## src/rtl/pr_sched_pkg.sv

```systemverilog
// rtl/pr_sched_pkg.sv - shared types and constants for the demand/prefetch AR scheduler
package pr_sched_pkg;

  typedef enum logic [1:0] {
    IDLE    = 2'd0,
    ISSUE_D = 2'd1,
    ISSUE_P = 2'd2
  } sched_state_t;

  localparam int AR_ADDR_BITS = 16;
  localparam int AR_LEN_BITS  = 8;
  localparam int AR_ID_BITS   = 8;

  typedef struct packed {
    logic [AR_ADDR_BITS-1:0] addr;
    logic [AR_LEN_BITS-1:0]  len;
    logic [AR_ID_BITS-1:0]   id;
  } ar_req_t;

  localparam logic KIND_DEMAND   = 1'b0;
  localparam logic KIND_PREFETCH = 1'b1;

endpackage

```

## src/rtl/pr_kind_fifo.sv

```systemverilog
// rtl/pr_kind_fifo.sv - 1-bit in-order FIFO recording the kind of every issued burst
module pr_kind_fifo #(
  parameter int LOG_DEPTH = 4
) (
  input  logic               clk,
  input  logic               rst,
  input  logic               push,
  input  logic               push_kind,
  input  logic               pop,
  output logic               head_kind,
  output logic [LOG_DEPTH:0] count,
  output logic               full,
  output logic               empty
);
  localparam int DEPTH = 1 << LOG_DEPTH;

  logic [DEPTH-1:0]   mem_q, mem_d;
  logic [LOG_DEPTH:0] wr_ptr_q, wr_ptr_d;
  logic [LOG_DEPTH:0] rd_ptr_q, rd_ptr_d;
  logic               do_push, do_pop;

  // Extra wrap bit distinguishes full from empty when the index bits match.
  assign count     = wr_ptr_q - rd_ptr_q;
  assign empty     = (wr_ptr_q == rd_ptr_q);
  assign full      = (wr_ptr_q[LOG_DEPTH] != rd_ptr_q[LOG_DEPTH]) &&
                     (wr_ptr_q[LOG_DEPTH-1:0] == rd_ptr_q[LOG_DEPTH-1:0]);
  assign head_kind = mem_q[rd_ptr_q[LOG_DEPTH-1:0]];
  assign do_pop    = pop & ~empty;
  assign do_push   = push & (~full | do_pop);

  always_comb begin
    mem_d    = mem_q;
    wr_ptr_d = wr_ptr_q;
    rd_ptr_d = rd_ptr_q;
    if (do_push) begin
      mem_d[wr_ptr_q[LOG_DEPTH-1:0]] = push_kind;
      wr_ptr_d = wr_ptr_q + 1'b1;
    end
    if (do_pop) begin
      rd_ptr_d = rd_ptr_q + 1'b1;
    end
  end

  always_ff @(posedge clk) begin
    if (rst) begin
      mem_q    <= '0;
      wr_ptr_q <= '0;
      rd_ptr_q <= '0;
    end else begin
      mem_q    <= mem_d;
      wr_ptr_q <= wr_ptr_d;
      rd_ptr_q <= rd_ptr_d;
    end
  end

endmodule

```

## src/rtl/pr_ar_scheduler.sv

```systemverilog
// rtl/pr_ar_scheduler.sv - arbitrates the DDR AR channel between demand and throttled prefetch reads
module pr_ar_scheduler #(
  parameter int ADDR_BITS         = 16,
  parameter int BURST_LEN_WIDTH   = 8,
  parameter int TID_WIDTH         = 8,
  parameter int LOG_QUEUE_SIZE    = 4,
  parameter int PRFETCH_FRQ_WIDTH = 6,
  parameter int STARVE_CYCLES     = 16
) (
  input  logic                         clk,
  input  logic                         rst,
  input  logic                         en,
  input  logic                         d_ar_valid,
  output logic                         d_ar_ready,
  input  logic [ADDR_BITS-1:0]         d_ar_addr,
  input  logic [BURST_LEN_WIDTH-1:0]   d_ar_len,
  input  logic [TID_WIDTH-1:0]         d_ar_id,
  input  logic                         p_ar_valid,
  output logic                         p_ar_ready,
  input  logic [ADDR_BITS-1:0]         p_ar_addr,
  input  logic [BURST_LEN_WIDTH-1:0]   p_ar_len,
  input  logic [TID_WIDTH-1:0]         p_ar_id,
  output logic                         m_ar_valid,
  input  logic                         m_ar_ready,
  output logic [ADDR_BITS-1:0]         m_ar_addr,
  output logic [BURST_LEN_WIDTH-1:0]   m_ar_len,
  output logic [TID_WIDTH-1:0]         m_ar_id,
  input  logic                         m_r_valid,
  input  logic                         m_r_ready,
  input  logic                         m_r_last,
  output logic                         r_isPrefetch,
  output logic                         r_kindValid,
  input  logic [LOG_QUEUE_SIZE:0]      crs_prOutstandingLimit,
  input  logic [PRFETCH_FRQ_WIDTH-1:0] crs_prBandwidthThrottle,
  output logic [LOG_QUEUE_SIZE:0]      prOutstanding,
  output logic [1:0]                   errorCode
);
  import pr_sched_pkg::*;

  localparam int                  CNT_W      = LOG_QUEUE_SIZE + 1;
  localparam int                  STARVE_W   = $clog2(STARVE_CYCLES + 1);
  localparam logic [CNT_W-1:0]    FIFO_FULL  = CNT_W'(1 << LOG_QUEUE_SIZE);
  localparam logic [STARVE_W-1:0] STARVE_MAX = STARVE_W'(STARVE_CYCLES);

  sched_state_t               state_q, state_d;
  logic                       m_ar_valid_q, m_ar_valid_d;
  logic [ADDR_BITS-1:0]       m_ar_addr_q, m_ar_addr_d;
  logic [BURST_LEN_WIDTH-1:0] m_ar_len_q, m_ar_len_d;
  logic [TID_WIDTH-1:0]       m_ar_id_q, m_ar_id_d;
  logic [PRFETCH_FRQ_WIDTH-1:0] thr_q, thr_d;
  logic [STARVE_W-1:0]        starve_q, starve_d;
  logic [CNT_W-1:0]           pr_out_q, pr_out_d;
  logic [1:0]                 err_q, err_d;

  logic             fifo_head, fifo_full, fifo_empty;
  logic [CNT_W-1:0] fifo_count;
  logic             ar_hs, r_beat, r_last_hs, r_pop;
  logic             grant_ok, p_elig, grant_p, grant_d, pr_inc, pr_dec;

  assign ar_hs     = m_ar_valid_q & m_ar_ready;
  assign r_beat    = m_r_valid & m_r_ready;
  assign r_last_hs = r_beat & m_r_last;
  assign r_pop     = r_last_hs & ~fifo_empty;

  // Only IDLE grants, so no burst is pending when the FIFO occupancy is checked.
  assign grant_ok = ~rst & en & (state_q == IDLE) & (fifo_count != FIFO_FULL);
  assign p_elig   = p_ar_valid & (pr_out_q < crs_prOutstandingLimit) & (thr_q == '0);
  assign grant_p  = grant_ok & p_elig & (~d_ar_valid | (starve_q >= STARVE_MAX));
  assign grant_d  = grant_ok & d_ar_valid & ~grant_p;

  assign pr_inc = ar_hs & (state_q == ISSUE_P);
  assign pr_dec = r_pop & fifo_head;

  always_comb begin
    state_d      = state_q;
    m_ar_valid_d = m_ar_valid_q;
    m_ar_addr_d  = m_ar_addr_q;
    m_ar_len_d   = m_ar_len_q;
    m_ar_id_d    = m_ar_id_q;
    case (state_q)
      IDLE: begin
        if (grant_p) begin
          state_d      = ISSUE_P;
          m_ar_valid_d = 1'b1;
          m_ar_addr_d  = p_ar_addr;
          m_ar_len_d   = p_ar_len;
          m_ar_id_d    = p_ar_id;
        end else if (grant_d) begin
          state_d      = ISSUE_D;
          m_ar_valid_d = 1'b1;
          m_ar_addr_d  = d_ar_addr;
          m_ar_len_d   = d_ar_len;
          m_ar_id_d    = d_ar_id;
        end
      end
      ISSUE_D, ISSUE_P: begin
        if (m_ar_ready) begin
          state_d      = IDLE;
          m_ar_valid_d = 1'b0;
        end
      end
      default: state_d = IDLE;
    endcase

    thr_d = thr_q;
    if (grant_p) begin
      thr_d = crs_prBandwidthThrottle;
    end else if (thr_q != '0) begin
      thr_d = thr_q - 1'b1;
    end

    starve_d = starve_q;
    if (grant_p) begin
      starve_d = '0;
    end else if (p_elig && (starve_q != STARVE_MAX)) begin
      starve_d = starve_q + 1'b1;
    end

    pr_out_d = pr_out_q;
    if (pr_inc && !pr_dec) begin
      pr_out_d = pr_out_q + 1'b1;
    end else if (pr_dec && !pr_inc) begin
      pr_out_d = pr_out_q - 1'b1;
    end

    err_d = err_q | {ar_hs & fifo_full & ~r_pop, r_beat & fifo_empty};
  end

  always_ff @(posedge clk) begin
    if (rst) begin
      state_q      <= IDLE;
      m_ar_valid_q <= 1'b0;
      m_ar_addr_q  <= '0;
      m_ar_len_q   <= '0;
      m_ar_id_q    <= '0;
      thr_q        <= '0;
      starve_q     <= '0;
      pr_out_q     <= '0;
      err_q        <= '0;
    end else begin
      state_q      <= state_d;
      m_ar_valid_q <= m_ar_valid_d;
      m_ar_addr_q  <= m_ar_addr_d;
      m_ar_len_q   <= m_ar_len_d;
      m_ar_id_q    <= m_ar_id_d;
      thr_q        <= thr_d;
      starve_q     <= starve_d;
      pr_out_q     <= pr_out_d;
      err_q        <= err_d;
    end
  end

  pr_kind_fifo #(
    .LOG_DEPTH(LOG_QUEUE_SIZE)
  ) u_kind_fifo (
    .clk       (clk),
    .rst       (rst),
    .push      (ar_hs),
    .push_kind ((state_q == ISSUE_P) ? KIND_PREFETCH : KIND_DEMAND),
    .pop       (r_last_hs),
    .head_kind (fifo_head),
    .count     (fifo_count),
    .full      (fifo_full),
    .empty     (fifo_empty)
  );

  assign d_ar_ready    = grant_d;
  assign p_ar_ready    = grant_p;
  assign m_ar_valid    = m_ar_valid_q;
  assign m_ar_addr     = m_ar_addr_q;
  assign m_ar_len      = m_ar_len_q;
  assign m_ar_id       = m_ar_id_q;
  assign r_kindValid   = ~fifo_empty;
  assign r_isPrefetch  = ~fifo_empty & fifo_head;
  assign prOutstanding = pr_out_q;
  assign errorCode     = err_q;

endmodule

```

## config.mk

```make
export PLATFORM = sky130hd
export DESIGN_NAME = pr_ar_scheduler
export DESIGN_NICKNAME = d
export VERILOG_FILES = /design/src/rtl/pr_sched_pkg.sv /design/src/rtl/pr_kind_fifo.sv /design/src/rtl/pr_ar_scheduler.sv
export SDC_FILE = /design/constraint.sdc
export NUM_CORES = 1
export LEC_CHECK = 0
export ABC_AREA = 1
export CAP_MARGIN = 20
export CORE_ASPECT_RATIO = 0.8
export CORE_MARGIN = 2
export CORE_UTILIZATION = 45
export DETAILED_ROUTE_END_ITERATION = 10
export PLACE_DENSITY = 0.76
export SLEW_MARGIN = 0
export SYNTH_ARGS = -nofsm -noshare
export SYNTH_HDL_FRONTEND = slang
export SYNTH_SLANG_ARGS = --single-unit
```

## constraint.sdc

```tcl
create_clock -name clk -period 7.3 [get_ports clk]
set_clock_uncertainty 0.1 [all_clocks]
set_input_delay 1.825 -clock clk [delete_from_list [all_inputs] [get_ports clk]]
set_output_delay 1.825 -clock clk [all_outputs]
set_load 0.01 [all_outputs]
```

Word level (Yosys, flattened, before mapping) --
Index checks and enable logic that the tools add are counted.
Operators by class: $add $sub $neg 7, $lt $le $gt $ge 5, equal/unequal tests 9, multiplexer cells 24, bitwise operators 29, reduce and logical (&&, ||, !) cells 19
Operators by type and width (count):
- 16-bit two-way mux | 2
- 8-bit two-way mux | 4
- 5-bit by 1-bit adder with 5-bit output (second input constant) | 4
- 1-bit AND | 20
- 16-bit bitwise mux | 1
- 6-bit two-way mux | 2
- 4-bit by 5-bit less-than comparator with 1-bit output (second input constant) | 2
- 5-bit two-way mux | 2
- 5-bit != test (second input constant) | 2
- 2-bit nonzero test | 4
- 6-bit zero test | 1
- 1-bit two-way mux | 6
- 2-bit two-way mux | 3
- 1-bit NOT | 6
- 6-bit nonzero test | 1
- 6-bit by 1-bit subtractor with 6-bit output (second input constant) | 1
- 5-bit == test | 1
- 5-bit >= comparator (second input constant) | 1
- 1-bit logical AND | 5
- 5-bit less-than comparator | 1
- 5-bit by 1-bit subtractor with 5-bit output (second input constant) | 1
- 5-bit subtractor | 1
- 1-bit binary-select mux with 4-bit select | 1
- 1-bit demux with 4-bit select | 1
- 16 further kinds | 20
Storage, ports and cells: flip-flop bits (word level) 79, input port bits 84, output and inout bits 44, logic and storage cells 105

Logic depth before layout (Yosys ltp) --
word-level depth 11, depth in mapped cells 17, mapped depth without buffers 15

Cells and area by module --
From an unflattened synthesis, not the netlist that was laid out.
Second synthesis, totals: cell total of the unflattened synthesis 729, area total of the unflattened synthesis 4740.8 sq um
By module, submodules not included:
- pr_ar_scheduler | times used 1, cells each 437, area an instance 2865.2 sq um, sequential area each 1061.0 sq um
- pr_kind_fifo | times used 1, cells each 292, area an instance 1875.5 sq um, sequential area each 520.5 sq um

Worst setup path after synthesis --
No wires, ideal clock.
kind input port to output port, start in crs_prOutstandingLimit[4], end out d_ar_ready, data arrival time 3.043 ns, data required time 5.375 ns, slack 2.332 ns, stages 11, path buffers 1, cells stage by stage inv_1 ha_1 nand2_1 inv_1 nand2_1 nand4_1 nor2_4 nand4_4 buf_2 nand4_1 inv_1
Between the ends: cells in the longest elaborated chain, start to end 7
RTL lines:
- start: declaration | RTL line pr_ar_scheduler.sv:33 | input logic [LOG_QUEUE_SIZE:0] crs_prOutstandingLimit,
- 5-bit less-than comparator | RTL line pr_ar_scheduler.sv:67 | assign p_elig = p_ar_valid & (pr_out_q < crs_prOutstandingLimit) & (thr_q == '0);
- 1-bit AND (2 in series) | RTL line pr_ar_scheduler.sv:67
- 1-bit AND (2 in series) | RTL line pr_ar_scheduler.sv:68 | assign grant_p = grant_ok & p_elig & (~d_ar_valid | (starve_q >= STARVE_MAX));
- 1-bit NOT | RTL line pr_ar_scheduler.sv:69 | assign grant_d = grant_ok & d_ar_valid & ~grant_p;
- 1-bit AND | RTL line pr_ar_scheduler.sv:69
- end: declaration | RTL line pr_ar_scheduler.sv:14 | output logic d_ar_ready,
No other way between the ends.

Worst setup path in the final report --
start in crs_prOutstandingLimit[4], end out p_ar_ready
Between the ends: cells in the longest elaborated chain, start to end 5
RTL lines:
- 5-bit less-than comparator | RTL line pr_ar_scheduler.sv:67
- 1-bit AND (2 in series) | RTL line pr_ar_scheduler.sv:67
- 1-bit AND (2 in series) | RTL line pr_ar_scheduler.sv:68
- end: declaration | RTL line pr_ar_scheduler.sv:19 | output logic p_ar_ready,
No other way between the ends.

==> impl_metrics.toml <==
[run_status]
status = "finished clean"

[global_route]
grt_pass1_wl_mm = 19.4
largest_net_degree_at_the_start_of_global_routing = 60
grt_pass1_vias = 4147
grtUsageMet3_pct = 7.52
antenna_found_initial = 0
globalRouteMet2Util_pct = 37.3
busiest_layer = "met2"
grt_util_all_layers_pct = 23.1
gr-usage-met1_pct = 29.9
grt_overflow_total = 0

[yosys]
synth_enable_flop_cells = 0
synth_common_cells = "nand2_1 (167), nor2_1 (106), dfxtp_1 (79)"
post-synth-top-area-cell = "dfxtp_1"
post_synth.cell_area_avg_um2 = 6.67
synth.lib_cells_used.distinct = 28
syn_area_mm2 = 0.00425
synth_xor_xnor_area_share_pct = 2.06
synth_top_flop_cell = "dfxtp_1"
share_of_synthesized_area_spent_on_multiplexers_pct = 0
dominant_combinational_cell_family_by_area_after_synthesis = "simple AND/OR/NAND/NOR gates"
synth_seq_area_share_pct = 37.2
fraction_of_post_synthesis_cell_area_in_the_top_cell_type_by_area_pct = 37.2
yosys.area_share.simple_pct = 30.3
library_cell_with_the_highest_instance_count_after_synthesis = "nand2_1"
post_synth_inst_count = 637
yosysWarnings = 0
synth_compound_area_share_pct = 14.7
netlist_top_cells_area = "dfxtp_1 (37%), nand2_1 (15%), nor2_1 (9.4%)"
postSynthNetCount = 745
yosys.area_share.adder_pct = 7.42
synth.ff_latch_count = 79
synth-async-reset-ratio_pct = 0

[place]
post-dp-hpwl_mm = 8.60
place_ws_ps = 1460
globalplace.congestion = 0.903
port-buffer-count = 127

[die]
initial_utilization_pct = 46.6
pin_count = 128
fp.dieW_um = 113
die-area_mm2 = 0.0102
placeableCoreArea_mm2 = 0.00911
die_y_um = 90.9
num_rows = 31

[drt]
num_vias = 4402
number_of_drc_violations_after_detailed_routing = 0
dr.first_iter.drc_count = 258
totalWireLength_mm = 11.7
antenna_violating_nets_post_route = 0
routed_wire_length_per_instance_um = 13.4
via_per_inst = 5.05
drt_pre_antenna_iters = 4

[worst_setup_path]
timing.critical_path.required_ps = 5380
crit_path_max_fanout = 4
start_kind = "input pin"
setup.worst_path.class = "input pin to primary output"
r2r_setup_slack_ps = 3690
crit_chain = "clkdlybuf4s50_1 > inv_1 > ha_1 > nand2_1 > inv_1 > nand2_1 > nand4_1 > nor2_4 > nand4_4 > inv_2 > clkdlybuf4s50_1"
critPathArrivalTime_ps = 3910
worstSetupEndpointType = "primary output"
critPathMaxStageDelay_ps = 530
crit_path_top_delay_cell = "clkdlybuf4s50_1"
r2r_end = "m_ar_addr[11]"
reg2regPathDepth = 14
regToRegStartpoint = "u_kind_fifo.wr_ptr_q[0]"

[clocking]
clock_tree.htree_level_count = 3
clk_latency_ps = 330
cts_post_setup_buffers_inserted = 0
inserted_clock_buffers = 9
ctsRootBufferMaster = "clkbuf_16"
cts_num_sinks = 79
post_cts_resize_count = 0
cts.path.max_buffers = 2
number_of_buffers_inserted_for_hold_repair_after_clock_tree_synthesis = 0
clk_pin_slew_ps = 50
tritoncts = "yes"

[sta]
min_period_ps = 5830
max_fclk_ghz = 0.172
finalMaxSlewViolations = 0
final_worst_path_cycle_share_pct = 79.9
layout_setup_ws_ps = 1470
worst_slew_pin_slew_ps = 582
rsz0062_at_grt = "no"
setup_viol_count_final = 0
relSlewSlack_pct = 61.1
hold_viol = 0
fin_setup_tns_ps = 0

[final_layout]
diode_insertion_count_for_antenna_repair = 0
drive_gt1_share_pct = 2.91
nets = 860
synthToLayoutAreaGrowth_pct = 37.0
filler_cell_count = 813

[worst_hold_path]
min_path_type = "flop to flop"
whs_path_depth = 2
holdPathEnd = "u_kind_fifo.mem_q[5]"
hold_path_startpoint = "u_kind_fifo.mem_q[5]"

[job]
cap_violations = 0

[pwr]
total_power_w = 0.00135
peak_supply_drop_mv = 0.145
total_leakage_power_nw = 2.47
power.density_cell_area_mw_per_mm2 = 232
[metrics by stage]
stage               cells  cell area [um^2]  hold WS (ps)  utilization, %
floorplan             637              4250           324               -
global placement      856              5560           340            61.0
detailed placement    856              5560           344            61.0
CTS                   871              5820           351            63.9
global route          871              5820           372            63.9
finish                871              5820           350            63.9
[worst max path at each step]
stage	from	end	cells past startpoint
finish	crs_prOutstandingLimit[4]	p_ar_ready	11
floorplan	crs_prOutstandingLimit[4]	d_ar_ready	11
global placement	crs_prOutstandingLimit[4]	p_ar_ready	11
CTS	crs_prOutstandingLimit[4]	p_ar_ready	11
global route	crs_prOutstandingLimit[4]	p_ar_ready	11
detailed placement	crs_prOutstandingLimit[4]	p_ar_ready	11
[critical path: cells and delay by family]
kind | cells | cell delay, ps
simple gates | 5 | 620
fa+ha+maj | 1 | 300
buf+inv | 5 | 1150
[cells in the final DEF, fill, tap and decap left out]
master	n
a211oi_1	2
a21o_1	1
a21oi_1	47
a31oi_1	3
buf_4	3
clkbuf_1	4
clkbuf_16	9
clkbuf_8	1
clkdlybuf4s50_1	127
clkinv_2	1
dfxtp_1	79
fa_1	2
ha_1	22
inv_1	59
inv_2	2
nand2_1	167
nand2_2	1
nand3_1	24
nand3_2	1
nand3b_1	1
nand4_1	5
nand4_4	1
nor2_1	106
nor2_4	1
nor3_1	6
nor3b_2	2
o211ai_1	1
o21ai_0	64
o21ai_1	4
xnor2_1	2
xor2_1	8
[report_power, final]
group | leakage [nW] | internal, W | switching (W)
Sequential | 0.643 | 0.000485 | 0.0000368
Combinational | 1.70 | 0.000195 | 0.000229
Clock | 0.127 | 0.000238 | 0.000165
Total | 2.47 | 0.000917 | 0.000431
[kinds of logic (layout without fill, tap and decap cells)]
logic type,Yosys count,after routing
AOI/OAI and AO/OA,122,122
adders and majority gates,24,24
buffers and inverters,87,206
and+or+nand+nor,315,315
xor gates and xnor gates,10,10
DFF,79,79
[final cells by class]
class                   count  area [um^2]  area share, %
well taps                 115          144           2.47
repair buffers            130         1290           22.2
inverters                  61          229           3.93
multi-input cells         471         2310           39.8
flip-flops and latches     79         1580           27.2
clock inverters             1         5.00         0.0860
clock buffers              14          254           4.36
[layer usage]
layer	routed length (um)	vias to the layer above	share of wire (%)
met4	197	0	1.7
met2	5500	101	47
met1	5250	2015	45
met5	0	-	0
met3	723	19	6.2
li1	-	2267	-
[state kept, by name (all words and copies together), names as in the netlist]
register              cells
m_ar_addr                16
u_kind_fifo.mem_q        16
m_ar_id                   8
m_ar_len                  8
thr_q                     6
prOutstanding             5
starve_q                  5
u_kind_fifo.rd_ptr_q      5
u_kind_fifo.wr_ptr_q      5
errorCode                 2
state_q                   2
m_ar_valid                1
Power figures use the tool's default switching activity.
